### config.mk
export PLATFORM = sky130hd
export DESIGN_NAME = id_ex_stage_reg
export DESIGN_NICKNAME = d
export VERILOG_FILES = /design/src/rtl/id_ex_stage_reg.sv
export SDC_FILE = /design/constraint.sdc
export NUM_CORES = 1
export LEC_CHECK = 0
export BUFFER_PORTS_ARGS = -buffer_cell sky130_fd_sc_hd__buf_2
export CORE_AREA = 2 2 125 127
export CTS_CLUSTER_DIAMETER = 40
export DETAILED_ROUTE_END_ITERATION = 12
export DIE_AREA = 0 0 127 129
export GPL_TIMING_DRIVEN = 0
export HOLD_SLACK_MARGIN = 0.1
export PLACE_DENSITY = 0.7
export SLEW_MARGIN = 20
export SYNTH_ARGS = -nofsm -noshare
export SYNTH_HDL_FRONTEND = slang
export SYNTH_SLANG_ARGS = --single-unit
### constraint.sdc
create_clock -name clk -period 2.1 [get_ports clk]
set_clock_uncertainty 0.05 [all_clocks]
set_input_delay 0.105 -clock clk [delete_from_list [all_inputs] [get_ports clk]]
set_output_delay 0.105 -clock clk [all_outputs]
set_load 0.01 [all_outputs]
### src/rtl/id_ex_stage_reg.sv
// ID/EX pipeline register for the 5-stage RISC-V core.
// Detects load-use hazards, inserts bubbles and counts stall bubbles.
module id_ex_stage_reg #(
    parameter int XLEN  = 32,
    parameter int CNT_W = 16
) (
    input  logic             clk,
    input  logic             rst_n,
    input  logic             id_valid,
    input  logic [XLEN-1:0]  id_pc,
    input  logic [XLEN-1:0]  id_rs1_data,
    input  logic [XLEN-1:0]  id_rs2_data,
    input  logic [XLEN-1:0]  id_imm,
    input  logic [4:0]       id_rs,
    input  logic [4:0]       id_rt,
    input  logic [4:0]       id_rd,
    input  logic             id_uses_rt,
    input  logic             id_regwrite,
    input  logic             id_memread,
    input  logic             id_memwrite,
    input  logic             id_memtoreg,
    input  logic             id_alusrc,
    input  logic             id_branch,
    input  logic [1:0]       id_aluop,
    input  logic             flush,
    output logic             hazard_stall,
    output logic             ID_EX_valid,
    output logic [XLEN-1:0]  ID_EX_PC,
    output logic [XLEN-1:0]  ID_EX_Rs1Data,
    output logic [XLEN-1:0]  ID_EX_Rs2Data,
    output logic [XLEN-1:0]  ID_EX_Imm,
    output logic [4:0]       ID_EX_Rs,
    output logic [4:0]       ID_EX_Rt,
    output logic [4:0]       ID_EX_Rd,
    output logic             ID_EX_RegWrite,
    output logic             ID_EX_MemRead,
    output logic             ID_EX_MemWrite,
    output logic             ID_EX_MemtoReg,
    output logic             ID_EX_ALUsrc,
    output logic             ID_EX_Branch,
    output logic [1:0]       ID_EX_ALUop,
    output logic [CNT_W-1:0] stall_cnt
);

    typedef struct packed {
        logic            valid;
        logic [XLEN-1:0] pc;
        logic [XLEN-1:0] rs1_data;
        logic [XLEN-1:0] rs2_data;
        logic [XLEN-1:0] imm;
        logic [4:0]      rs;
        logic [4:0]      rt;
        logic [4:0]      rd;
        logic            regwrite;
        logic            memread;
        logic            memwrite;
        logic            memtoreg;
        logic            alusrc;
        logic            branch;
        logic [1:0]      aluop;
    } id_ex_t;

    id_ex_t q;
    id_ex_t cap;
    logic   load_use;

    always_comb begin
        cap          = '0;
        cap.valid    = 1'b1;
        cap.pc       = id_pc;
        cap.rs1_data = id_rs1_data;
        cap.rs2_data = id_rs2_data;
        cap.imm      = id_imm;
        cap.rs       = id_rs;
        cap.rt       = id_rt;
        cap.rd       = id_rd;
        cap.regwrite = id_regwrite;
        cap.memread  = id_memread;
        cap.memwrite = id_memwrite;
        cap.memtoreg = id_memtoreg;
        cap.alusrc   = id_alusrc;
        cap.branch   = id_branch;
        cap.aluop    = id_aluop;
    end

    // rd==x0 never hazards: x0 is hardwired and the load result is dropped
    assign load_use = q.memread && (q.rd != 5'd0) && id_valid &&
                      ((q.rd == id_rs) ||
                       (id_uses_rt && (q.rd == id_rt)));

    assign hazard_stall = load_use && !flush;

    always_ff @(posedge clk) begin
        if (!rst_n) begin
            q         <= '0;
            stall_cnt <= '0;
        end else if (flush) begin
            q <= '0;
        end else if (load_use) begin
            q <= '0;
            if (stall_cnt != {CNT_W{1'b1}})
                stall_cnt <= stall_cnt + CNT_W'(1);
        end else if (id_valid) begin
            q <= cap;
        end else begin
            q <= '0;
        end
    end

    assign ID_EX_valid    = q.valid;
    assign ID_EX_PC       = q.pc;
    assign ID_EX_Rs1Data  = q.rs1_data;
    assign ID_EX_Rs2Data  = q.rs2_data;
    assign ID_EX_Imm      = q.imm;
    assign ID_EX_Rs       = q.rs;
    assign ID_EX_Rt       = q.rt;
    assign ID_EX_Rd       = q.rd;
    assign ID_EX_RegWrite = q.regwrite;
    assign ID_EX_MemRead  = q.memread;
    assign ID_EX_MemWrite = q.memwrite;
    assign ID_EX_MemtoReg = q.memtoreg;
    assign ID_EX_ALUsrc   = q.alusrc;
    assign ID_EX_Branch   = q.branch;
    assign ID_EX_ALUop    = q.aluop;

endmodule
== Yosys cells after proc, flatten, opt, wreduce, memory -nomap -nowiden ==
Index checks and enable logic that the tools add are counted.
Storage, ports and cells
  input port bits: 156
  logic and storage cells: 35
  output and inout bits: 169
  register bits after elaboration: 168
Cells by class
  add/subtract/negate cells: 1
  muxes and demuxes: 1
  bitwise operators: 3
  equal/unequal tests: 3
  reduce and logical (&&, ||, !) cells: 11
Operators with widths (count)
  $mux W152: 1
  $add A16 B1 Y16 const B: 1
  $ne A16 B16 Y1 const B: 1
  $eq A5 B5 Y1: 2
  $logic_and A1 B1 Y1: 5
  $reduce_bool A5 Y1: 1
  $reduce_or A4 Y1: 1
  $not A1 Y1: 3
  $reduce_and A3 Y1: 1
  $reduce_or A3 Y1: 1
  $logic_not A1 Y1: 1
  $logic_or A1 B1 Y1: 1

== Longest topological paths before layout ==
Gate-level depths: netlist of the first run.
  word-level depth: 5
  depth in mapped cells: 9
  gate-level depth less buffers: 6

== Worst setup path before layout of the first run ==
Ideal clock, no wire load.
  kind: register to register
  from: register stall_cnt[0]
  to: register stall_cnt[7]
  library setup time: 0.115 ns
  slack: 0.107 ns
  stages on the path, launching flop included: 10
  required time: 1.935 ns
  arrival time: 1.829 ns
  buffers on the path: 3
  period minus slack after synthesis: 1.993 ns
  cell sequence: dfxtp_1 -> ha_1 -> buf_2 -> nand4_1 -> nor4_4 -> nand2b_1 -> buf_6 -> buf_6 -> nor4_1 -> o21a_1
Between the ends
  longest elaborated chain between the ends: 2
  elaborated cells on any way between the ends: 3
  those cells by class: add/sub: 1; eq/ne: 1; reduce/logical: 1
Ends and longest elaborated chain
  from (decl): RTL line 42  | output logic [CNT_W-1:0] stall_cnt
  from (signal assigned): RTL line 102  | stall_cnt <= stall_cnt + CNT_W'(1);
  parallel branches: the longest is 2 deep, another holds $add A16 B1 Y16
Parallel ways; which one is timed is not known.
A chain may end at the register's enable or synchronous reset.

== Worst setup path after layout of the first run ==
  from: register q (netlist bit ID_EX_Rd[1])
  to: output port hazard_stall
Between the ends
  longest elaborated chain between the ends: 5
  elaborated cells on any way between the ends: 9
  those cells by class: eq/ne: 2; reduce/logical: 7
Ends and longest elaborated chain
  from (decl): RTL line 63  | id_ex_t q;
  from (signal assigned): RTL line 104  | q <= cap;
  $eq A5 B5 Y1 or $reduce_bool A5 Y1 (tied branches): RTL line 89, 87
  $logic_and A1 B1 Y1 (on tied branches): RTL line 89, 87
  $logic_or A1 B1 Y1 or $logic_and A1 B1 Y1 (tied branches): RTL line 88, 87
  $logic_and A1 B1 Y1 *: RTL line 87  | assign load_use = q.memread && (q.rd != 5'd0) && id_valid &&
  $logic_and A1 B1 Y1 *: RTL line 91  | assign hazard_stall = load_use && !flush;
  to (decl): RTL line 26  | output logic hazard_stall,
Every way passes the cells marked *; elsewhere a longest branch is shown, timed or not.

==> results.py, run 1 <==
metrics = {
    "placed_design": {
        "place_congestion": 0.835,
        "placed_cells": 958,
        "post-dp-hpwl_mm": 11.9,
        "io_buffer_count": 324,
        "pre_cts_ws_ps": -358,
    },
    "sta": {
        "fmax_mhz": 471,
        "fin_crit_sh_pct": 101,
        "finalWorstSetupSlack_ps": -22.4,
        "worst-slew-pin-transition_ps": 551,
        "slew_headroom_pct": 63.3,
        "period_minus_slack_ps": 2120,
        "hold_viol_final": 0,
        "setup_viol": 5,
        "maxSlewViolCount": 0,
        "rsz0062_at_grt": "true",
        "tns_ps": -74.3,
    },
    "critical_path": {
        "r2r_end": "stall_cnt[1]",
        "worstSetupStartpoint": "ID_EX_Rd[1]",
        "worstPathArrival_ps": 1970,
        "start_kind": "flop",
        "path_class": "flop to primary output",
        "r2r_cells": 8,
        "cp-end-kind": "primary output",
        "timing.rr.start": "ID_EX_Rd[1]",
        "cp.required_ps": 1950,
        "critPathCapture": "hazard_stall",
        "rrSetupSlack_ps": -20,
        "critPathMaxFanout": 3,
    },
    "floorplanning": {
        "die-area_um2": 16400,
        "ios": 325,
        "fp.dieW_um": 127,
        "std_cell_rows": 45,
        "initial_core_util_pct": 34.8,
        "core_area_um2": 15000,
        "die_h_um": 129,
    },
    "layout": {
        "fillers": 1118,
        "seq_area_um2": 3380,
        "final_cell_mix": "buf_2, dfxtp_1, dlygate4sd3_1",
        "area_growth_pct": 82.2,
        "multiInputGateArea_um2": 1830,
        "fin_nets": 1108,
        "layout-drive-gt1-share_pct": 43.4,
        "final_common_cell": "buf_2",
        "finish.utilization_pct": 63.5,
        "instances_no_fill": 1153,
    },
    "power": {
        "intPower_mw": 5.33,
        "power.leakage_nw": 4.72,
        "clkPwrFrac_pct": 43.0,
        "power_switching_mw": 1.63,
        "vdd_drop_max_mv": 0.531,
        "p_sw_share_pct": 23.4,
        "seq_power_share_pct": 47.2,
        "power.density_nw_per_um2": 731,
        "finalPower_mw": 6.95,
        "combPwrFrac_pct": 9.8,
    },
    "global_routing": {
        "grt_pass1_wl_mm": 27.4,
        "antenna_found_initial": 1,
        "grt_max_degree": 17,
        "grt_overflow": 0,
        "grt_usage_pct": 21.8,
        "grt_pass1_vias": 5278,
    },
    "flow_run": {
        "cap_violations": 0,
    },
    "yosys": {
        "syn-instance-count": 446,
        "ys_types": 37,
        "ys.warnings.count": 0,
        "syn_nets": 603,
        "synth-main-ff-cell": "dfxtp_1",
        "synth_area_um2": 5220,
        "ys_async_sr_fraction_pct": 0,
        "syn_area_per_cell_um2": 11.7,
        "synth-edff-count": 0,
        "synth-seq-cells": 168,
        "ys_seq_area_share_pct": 64.4,
    },
    "clock_tree": {
        "cts_sinks": 168,
        "cts.clk_slew.worst_paths_ps": 60,
        "htreeDepth": 4,
        "cts_buffers": 17,
        "clock_path_buffers": 2,
        "tritoncts": "built",
        "clk_latency_ps": 420,
        "root_buffer": "clkbuf_16",
    },
    "drt": {
        "dr_total_vias": 5108,
        "drtAntennaViolNets": 0,
        "routedWlPerCell_um": 16.3,
        "wl_mm": 18.8,
        "vias_per_cell": 4.43,
        "dr.pass1.iters": 4,
        "drt_iter0_markers": 199,
        "drc": 0,
    },
    "worst_hold_path": {
        "hp-class": "input port to flop",
    },
    "outcome": {
        "failed_checks": "setup timing",
        "status": "complete, but fails checks",
    },
}
cells by family (layout without fill, tap and decap cells):
group           Yosys count  after routing  share of synthesized area [%]
flops                   168            168                           64.4
compound gates           26             26                           3.45
simple gates            211            211                           25.5
buf+inv                  25            543                           3.72
xor+xnor                 10             10                           1.68
mux                       5              5                          0.959
other cells               0              1                              0
fa+ha+maj                 1              1                          0.240
per-layer routing:
| layer | vias to the layer above | track usage (%) | share of wire [%] | wire (µm) |
|---|---|---|---|---|
| li1 | 2464 | - | - | - |
| met1 | 2381 | 23.3 | 37 | 6980 |
| met2 | 215 | 39.0 | 53 | 9950 |
| met3 | 48 | 6.94 | 6.8 | 1270 |
| met4 | 0 | 11.0 | 3.2 | 598 |
| met5 | - | 0 | 0 | 0 |
Yosys cell counts (4+ instances only):
library cell | instances | area [µm²]
nand3_1 | 7 | 35.0
clkbuf_1 | 8 | 30.0
and2_1 | 151 | 945
nand4_1 | 4 | 25.0
buf_6 | 13 | 146
or4_1 | 8 | 60.1
xor2_1 | 9 | 78.8
nor4_1 | 4 | 25.0
a21oi_1 | 8 | 40.0
nand2b_1 | 7 | 43.8
o31ai_1 | 6 | 45.0
nand2_1 | 13 | 48.8
dfxtp_1 | 168 | 3360
mux2i_1 | 5 | 50.1
worst min path at each step:
stage / to / cells after the start / slack, ps / start
finish: ID_EX_valid / 4 / 240 / flush
global route: ID_EX_valid / 4 / 280 / flush
CTS: stall_cnt[11] / 5 / 210 / flush
detailed placement: ID_EX_Rs1Data[17] / 2 / 260 / id_rs1_data[17]
global placement: ID_EX_Imm[7] / 2 / 250 / id_imm[7]
floorplan: ID_EX_ALUop[0] / 1 / 180 / id_aluop[0]
timing repair:
item / in CTS / in global routing
endpoints found under the hold margin: 156 / 0
pin swaps: 15 / 12
buffers inserted: 6 / 3
endpoints found under the setup margin: 163 / 145
resized for setup: 33 / 24
cloned: 0 / 1
hold buffers: 152 / 0
power groups by stage:
stage,logic [mW],clock network [mW],registers (mW)
after detailed placement,0.405,0,3.36
final,0.681,2.99,3.29
after CTS,0.648,3.06,3.28
after global placement,0.402,0,3.35
after global routing,0.729,3.19,3.29
after floorplan,0.110,0,3.40
per-stage QoR:
| stage | area [µm²] | hold slack [ps] |
|---|---|---|
| floorplan | 5220 | 177 |
| global placement | 7080 | 254 |
| detailed placement | 7080 | 256 |
| CTS | 9350 | 206 |
| global route | 9510 | 279 |
| finish | 9510 | 241 |
registers in the layout (all words and copies together), names as in the netlist:
name            cells
ID_EX_Rd            5
ID_EX_Rs            5
ID_EX_Branch        1
ID_EX_MemWrite      1
ID_EX_Imm          32
ID_EX_MemtoReg      1
ID_EX_valid         1
ID_EX_MemRead       1
ID_EX_ALUop         2
ID_EX_Rt            5
ID_EX_Rs1Data      32
ID_EX_RegWrite      1
ID_EX_ALUsrc        1
ID_EX_Rs2Data      32
ID_EX_PC           32
stall_cnt          16
worst max-delay path: stages, from the launching register on:
cell and delay, ps:
dfxtp_4 370, xor2_4 190, nor4_4 300, a32oi_2 190
buf_6 160, clkbuf_16 140, nor2_4 90, buf_6 110
final cells by class:
class,instances,area share (%)
Sequential cell,168,35.5
Timing Repair Buffer,486,34.2
Clock buffer,20,4.91
Antenna cell,1,0.0263
Inverter,2,0.0789
Clock inverter,12,1.11
Tap cell,188,2.47
Buffer,23,2.42
Multi-Input combinational cell,253,19.3
(Power assumes the default switching activity.)
==> run 2, diff against run 1 <==
--- a/config.mk
+++ b/config.mk
@@ -6,13 +6,14 @@
 export NUM_CORES = 1
 export LEC_CHECK = 0
 export BUFFER_PORTS_ARGS = -buffer_cell sky130_fd_sc_hd__buf_2
-export CORE_AREA = 2 2 125 127
+export CORE_AREA = 2 2 126 128
+export CTS_BUF_LIST = sky130_fd_sc_hd__clkbuf_4 sky130_fd_sc_hd__clkbuf_8
 export CTS_CLUSTER_DIAMETER = 40
 export DETAILED_ROUTE_END_ITERATION = 12
-export DIE_AREA = 0 0 127 129
+export DIE_AREA = 0 0 128 130
 export GPL_TIMING_DRIVEN = 0
 export HOLD_SLACK_MARGIN = 0.1
-export PLACE_DENSITY = 0.7
+export PLACE_DENSITY = 0.69
 export SLEW_MARGIN = 20
 export SYNTH_ARGS = -nofsm -noshare
 export SYNTH_HDL_FRONTEND = slang
==> run 2 against run 1 <==
The flow now finishes without violations. Wire length shrank 6.7%. Critical path depth shrank 3. Power is 7.4% lower. Maximum frequency increased by 3.5%. Final cell count stayed put. Flip-flop and latch count is the same. Combinational power is 4.4% lower. Global-route usage fell by 2.2 points. Worst hold slack improved by 36 ps. Utilization is 3.6 points lower. Sequential share of layout area increased by 0.99 points. Clock-buffer cell count shrank 2. Largest cell class unchanged. Largest power group unchanged.
==> results.py, run 2 (synthesis gave the netlist of run 1 again) <==
metrics = {
    "clock_tree": {
        "tritoncts": "built",
        "clock_path_buffers": 2,
        "htreeDepth": 4,
        "clk_latency_ps": 440,
        "cts_buffers": 17,
        "root_buffer": "clkbuf_8",
        "cts_sinks": 168,
        "cts.clk_slew.worst_paths_ps": 90,
    },
    "critical_path": {
        "critPathMaxStageDelay_ps": 550,
        "worstPathCellList": "or4_4 > o211ai_1 > nor2_4 > buf_6",
        "crit_path_top_delay_cell": "or4_4",
        "path_class": "flop to primary output",
        "start_kind": "flop",
        "worstPathArrival_ps": 1900,
        "critPathTopFamily": "simple AND/OR/NAND/NOR gates",
        "rrSetupSlack_ps": 60,
        "cp.required_ps": 1950,
        "cp-end-kind": "primary output",
        "critPathMaxFanout": 4,
        "path_buf_inv": 1,
    },
    "floorplanning": {
        "initial_core_util_pct": 33.8,
        "core_area_um2": 15400,
        "die-area_um2": 16600,
        "fp.dieW_um": 128,
        "std_cell_rows": 46,
        "die_h_um": 130,
        "ios": 325,
    },
    "placed_design": {
        "place_congestion": 0.764,
        "post-dp-hpwl_mm": 11.3,
        "placed_cell_area_um2": 7080,
        "io_buffer_count": 324,
        "pre_cts_ws_ps": -54.2,
    },
    "outcome": {
        "status": "finished, final reports clean",
    },
    "drt": {
        "dr_total_vias": 4942,
        "drc": 0,
        "wl_mm": 17.5,
        "vias_per_cell": 4.29,
        "drt_iter0_markers": 163,
        "dr.pass1.iters": 5,
        "routedWlPerCell_um": 15.2,
        "drtAntennaViolNets": 0,
    },
    "power": {
        "power.leakage_nw": 4.58,
        "power.density_nw_per_um2": 697,
        "vdd_drop_max_mv": 0.462,
    },
    "global_routing": {
        "grt_pass1_vias": 5033,
        "grt_max_degree": 20,
        "grt_usage_pct": 19.7,
        "grt_overflow": 0,
        "antenna_found_initial": 0,
        "grt_pass1_wl_mm": 25.1,
    },
    "layout": {
        "final_common_cell": "buf_2",
        "area_growth_pct": 77.0,
        "final_cell_mix": "buf_2, dfxtp_1, dlygate4sd3_1",
        "n_antenna_cell": 0,
        "layout-drive-gt1-share_pct": 42.0,
        "fillers": 1274,
        "fin_nets": 1105,
        "final_area_um2": 9240,
    },
    "sta": {
        "maxSlewViolCount": 0,
        "hold_viol_final": 0,
        "fmax_mhz": 487,
        "finalWorstSetupSlack_ps": 48.7,
        "rsz0062_at_grt": "true",
        "setup_viol": 0,
        "fin_crit_sh_pct": 97.7,
        "period_minus_slack_ps": 2050,
        "worst-slew-pin-transition_ps": 434,
        "slew_headroom_pct": 71.1,
    },
    "flow_run": {
        "cap_violations": 0,
    },
    "worst_hold_path": {
        "hp-class": "input port to flop",
    },
}
## run 2: timing repair
action                                  4_1_cts  5_1_grt
hold buffers                                152        0
setup buffers                                 1        6
gates resized for setup                       2       31
pin swaps                                     2        8
gates cloned                                  0        1
endpoints found under the setup margin      110      166
endpoints found under the hold margin       156        0
## run 2: cell type report
class / count / area [µm²] / share of cell area, %
Buffer: 22 / 193 / 2.09
Clock buffer: 18 / 248 / 2.68
Clock inverter: 14 / 186 / 2.02
Inverter: 2 / 7.51 / 0.0813
Multi-Input combinational cell: 253 / 1780 / 19.3
Sequential cell: 168 / 3370 / 36.5
Tap cell: 192 / 240 / 2.60
Timing Repair Buffer: 484 / 3210 / 34.7
## run 2: path summary, 6_finish.rpt
kind / endpoint / cells after the start / from
max: hazard_stall / 4 / ID_EX_Rd[1]
min: ID_EX_valid / 4 / flush
max reg2reg: stall_cnt[8] / 6 / ID_EX_Rd[1]
min reg2reg: stall_cnt[10] / 2 / stall_cnt[10]
## run 2: layer usage
metal  routed length, µm  GRT usage (%)  vias up
li1                    -              -     2445
met1                6720           21.4     2279
met5                   0              0        -
met2                9270           35.4      187
met4                 433           7.69        0
met3                1120           6.85       31
## run 2: power breakdown
part	switching (mW)	leakage [nW]	internal [mW]
clock network	1.26	0.223	1.24
logic	0.243	2.98	0.407
registers	0.0230	1.37	3.26
## run 2: through the flow
stage                     util (%)  TNS, ps  hold slack [ps]  std cells  power [mW]
after global placement        45.9     -222              253        962        3.75
after floorplan                  -        0              177        446        3.51
final                         59.9        0              277       1153        6.44
after CTS                     58.7   -0.604              147       1146        6.48
after detailed placement      45.9     -748              256        962        3.76
after global routing          59.9     -210              276       1153        6.68
## run 2: tightest hold or removal path: cells and delay by family
family	cells	cell delay, ps
AO/OA/AOI/OAI	1	200
buffers and inverters	2	300
AND/OR/NAND/NOR	1	70
==> run 3, diff against run 2 <==
--- a/config.mk
+++ b/config.mk
@@ -13,7 +13,7 @@
 export DIE_AREA = 0 0 128 130
 export GPL_TIMING_DRIVEN = 0
 export HOLD_SLACK_MARGIN = 0.1
-export PLACE_DENSITY = 0.69
+export PLACE_DENSITY = 0.72
 export SLEW_MARGIN = 20
 export SYNTH_ARGS = -nofsm -noshare
 export SYNTH_HDL_FRONTEND = slang
==> run 3 against run 2 <==
The flow now finishes with violations (setup timing). Critical path type is now flop to flop. Flip-flop and latch count unchanged. Worst hold slack got worse by 8.4 ps. Clock-buffer cell count unchanged. First-iteration DRC count grew 6.7%. Sequential share of layout area down 0.25 points. Worst setup slack worse by 130 ps. Sequential power barely moved.
==> results.py, run 3 (synthesis gave the netlist of run 1 again) <==
metrics = {
    "drt": {
        "drt_iter0_markers": 174,
        "drc": 0,
        "dr.pass1.iters": 4,
        "routedWlPerCell_um": 15.7,
        "drtAntennaViolNets": 0,
        "vias_per_cell": 4.39,
        "wl_mm": 18.2,
        "dr_total_vias": 5077,
    },
    "critical_path": {
        "timing.rr.start": "ID_EX_Rd[3]",
        "crit_path_top_delay_cell": "o311ai_2",
        "worstPathArrival_ps": 2450,
        "worstSetupStartpoint": "ID_EX_Rd[3]",
        "critPathMaxStageDelay_ps": 370,
        "critPathMaxFanout": 10,
        "worstPathCellList": "xor2_1 > nor4_2 > a32oi_2 > buf_6 > buf_8 > buf_6 > o311ai_2 > o41ai_2",
        "cp.required_ps": 2370,
        "path_class": "flop to flop",
        "cp-end-kind": "flop",
        "cp_common_cell": "buf_6",
        "start_kind": "flop",
    },
    "outcome": {
        "status": "complete, but fails checks",
        "failed_checks": "setup timing",
    },
    "global_routing": {
        "grt_overflow": 0,
        "grt_max_degree": 17,
        "grt_pass1_vias": 5258,
        "antenna_found_initial": 2,
        "grt_usage_pct": 21.5,
        "grt_pass1_wl_mm": 27.5,
    },
    "clock_tree": {
        "cts.clk_slew.worst_paths_ps": 90,
        "cts_buffers": 17,
        "tritoncts": "built",
        "clock_path_buffers": 2,
        "root_buffer": "clkbuf_8",
        "clk_latency_ps": 450,
        "htreeDepth": 4,
        "cts_sinks": 168,
    },
    "sta": {
        "slew_headroom_pct": 68.0,
        "fmax_mhz": 458,
        "maxSlewViolCount": 0,
        "rsz0062_at_grt": "true",
        "finalWorstSetupSlack_ps": -82.8,
        "period_minus_slack_ps": 2180,
        "hold_viol_final": 0,
        "worst-slew-pin-transition_ps": 480,
        "setup_viol": 14,
        "fin_crit_sh_pct": 104,
    },
    "power": {
        "power_switching_mw": 1.49,
        "power.leakage_nw": 4.64,
        "combPwrFrac_pct": 10.2,
        "vdd_drop_max_mv": 0.423,
        "p_sw_share_pct": 22.9,
        "power.density_nw_per_um2": 700,
        "clkPwrFrac_pct": 39.3,
        "seq_power_share_pct": 50.5,
        "intPower_mw": 5.01,
        "finalPower_mw": 6.50,
    },
    "layout": {
        "finish.utilization_pct": 60.3,
        "layout-drive-gt1-share_pct": 42.8,
        "area_growth_pct": 78.1,
        "fin_nets": 1106,
        "final_common_cell": "buf_2",
        "final_cell_mix": "buf_2, dfxtp_1, dlygate4sd3_1",
    },
    "floorplanning": {
        "core_area_um2": 15400,
        "die_h_um": 130,
        "std_cell_rows": 46,
        "ios": 325,
        "initial_core_util_pct": 33.8,
        "fp.dieW_um": 128,
        "die-area_um2": 16600,
    },
    "worst_hold_path": {
        "min-delay-start": "flush",
        "hp-class": "input port to flop",
    },
    "flow_run": {
        "cap_violations": 0,
    },
    "placed_design": {
        "io_buffer_count": 324,
        "post-dp-hpwl_mm": 11.5,
        "place_congestion": 0.804,
    },
}
==> run 3: cell count changes in the layout (fill, tap and decap cells not counted), sizes merged <==
cell / change
bufinv: +1
diode: +3
clkinvlp: +1
clkbuf: +1
clkinv: -3
==> run 3: layout make-up <==
type	instances	area, µm²
Buffer	23	215
Timing Repair Buffer	484	3220
Inverter	2	7.51
Antenna cell	3	7.51
Fill cell	1244	6130
Sequential cell	168	3370
Clock inverter	13	193
Clock buffer	18	248
Tap cell	192	240
Multi-Input combinational cell	253	1800
==> run 3: power by group through the flow <==
stage / clock [mW] / sequential (mW) / combinational [mW]
floorplan: 0 / 3.40 / 0.110
global placement: 0 / 3.35 / 0.400
detailed placement: 0 / 3.36 / 0.404
CTS: 2.62 / 3.28 / 0.641
global route: 2.76 / 3.29 / 0.714
finish: 2.56 / 3.28 / 0.662
==> run 3: final timing paths <==
kind,endpoint,slack (ps),depth (start not counted)
worst min-delay path,stall_cnt[11],270,5
worst min register to register,stall_cnt[10],440,2
worst max-delay path,stall_cnt[11],-80,8
worst max register to register,stall_cnt[11],-80,8
==> run 3: metal layers <==
| layer | up-vias | global-route usage, % | routed length [µm] |
|---|---|---|---|
| met5 | - | 0 | 0 |
| met4 | 0 | 9.95 | 583 |
| met3 | 53 | 6.64 | 1240 |
| met2 | 236 | 37.9 | 9390 |
| met1 | 2327 | 23.9 | 6970 |
| li1 | 2461 | - | - |
==> run 3: per-stage QoR <==
stage               cell area (µm²)  setup slack (ps)  cells  hold slack [ps]  setup TNS (ps)
floorplan                      5220               107    446              177               0
global placement               7080              -148    962              253           -4350
detailed placement             7080              -156    962              256           -7730
CTS                            9140             -39.3   1151              123           -93.3
global route                   9290              -180   1154              286           -9580
finish                         9290             -82.8   1156              269            -284
==> run 3: what timing repair did <==
item	CTS	global route
gates resized for setup	14	33
hold buffers	152	0
hold endpoints to repair	156	0
pin swaps	6	12
setup buffers	6	2
endpoints found under the setup margin	160	160
==> run 3: worst max-delay path: cells and delay by family (launching register included) <==
| kind | cells | cell delay, ps |
|---|---|---|
| AOI/OAI and AO/OA | 3 | 710 |
| buffers and inverters | 3 | 450 |
| DFF | 1 | 360 |
| and+or+nand+nor | 1 | 320 |
| xor gates and xnor gates | 1 | 160 |
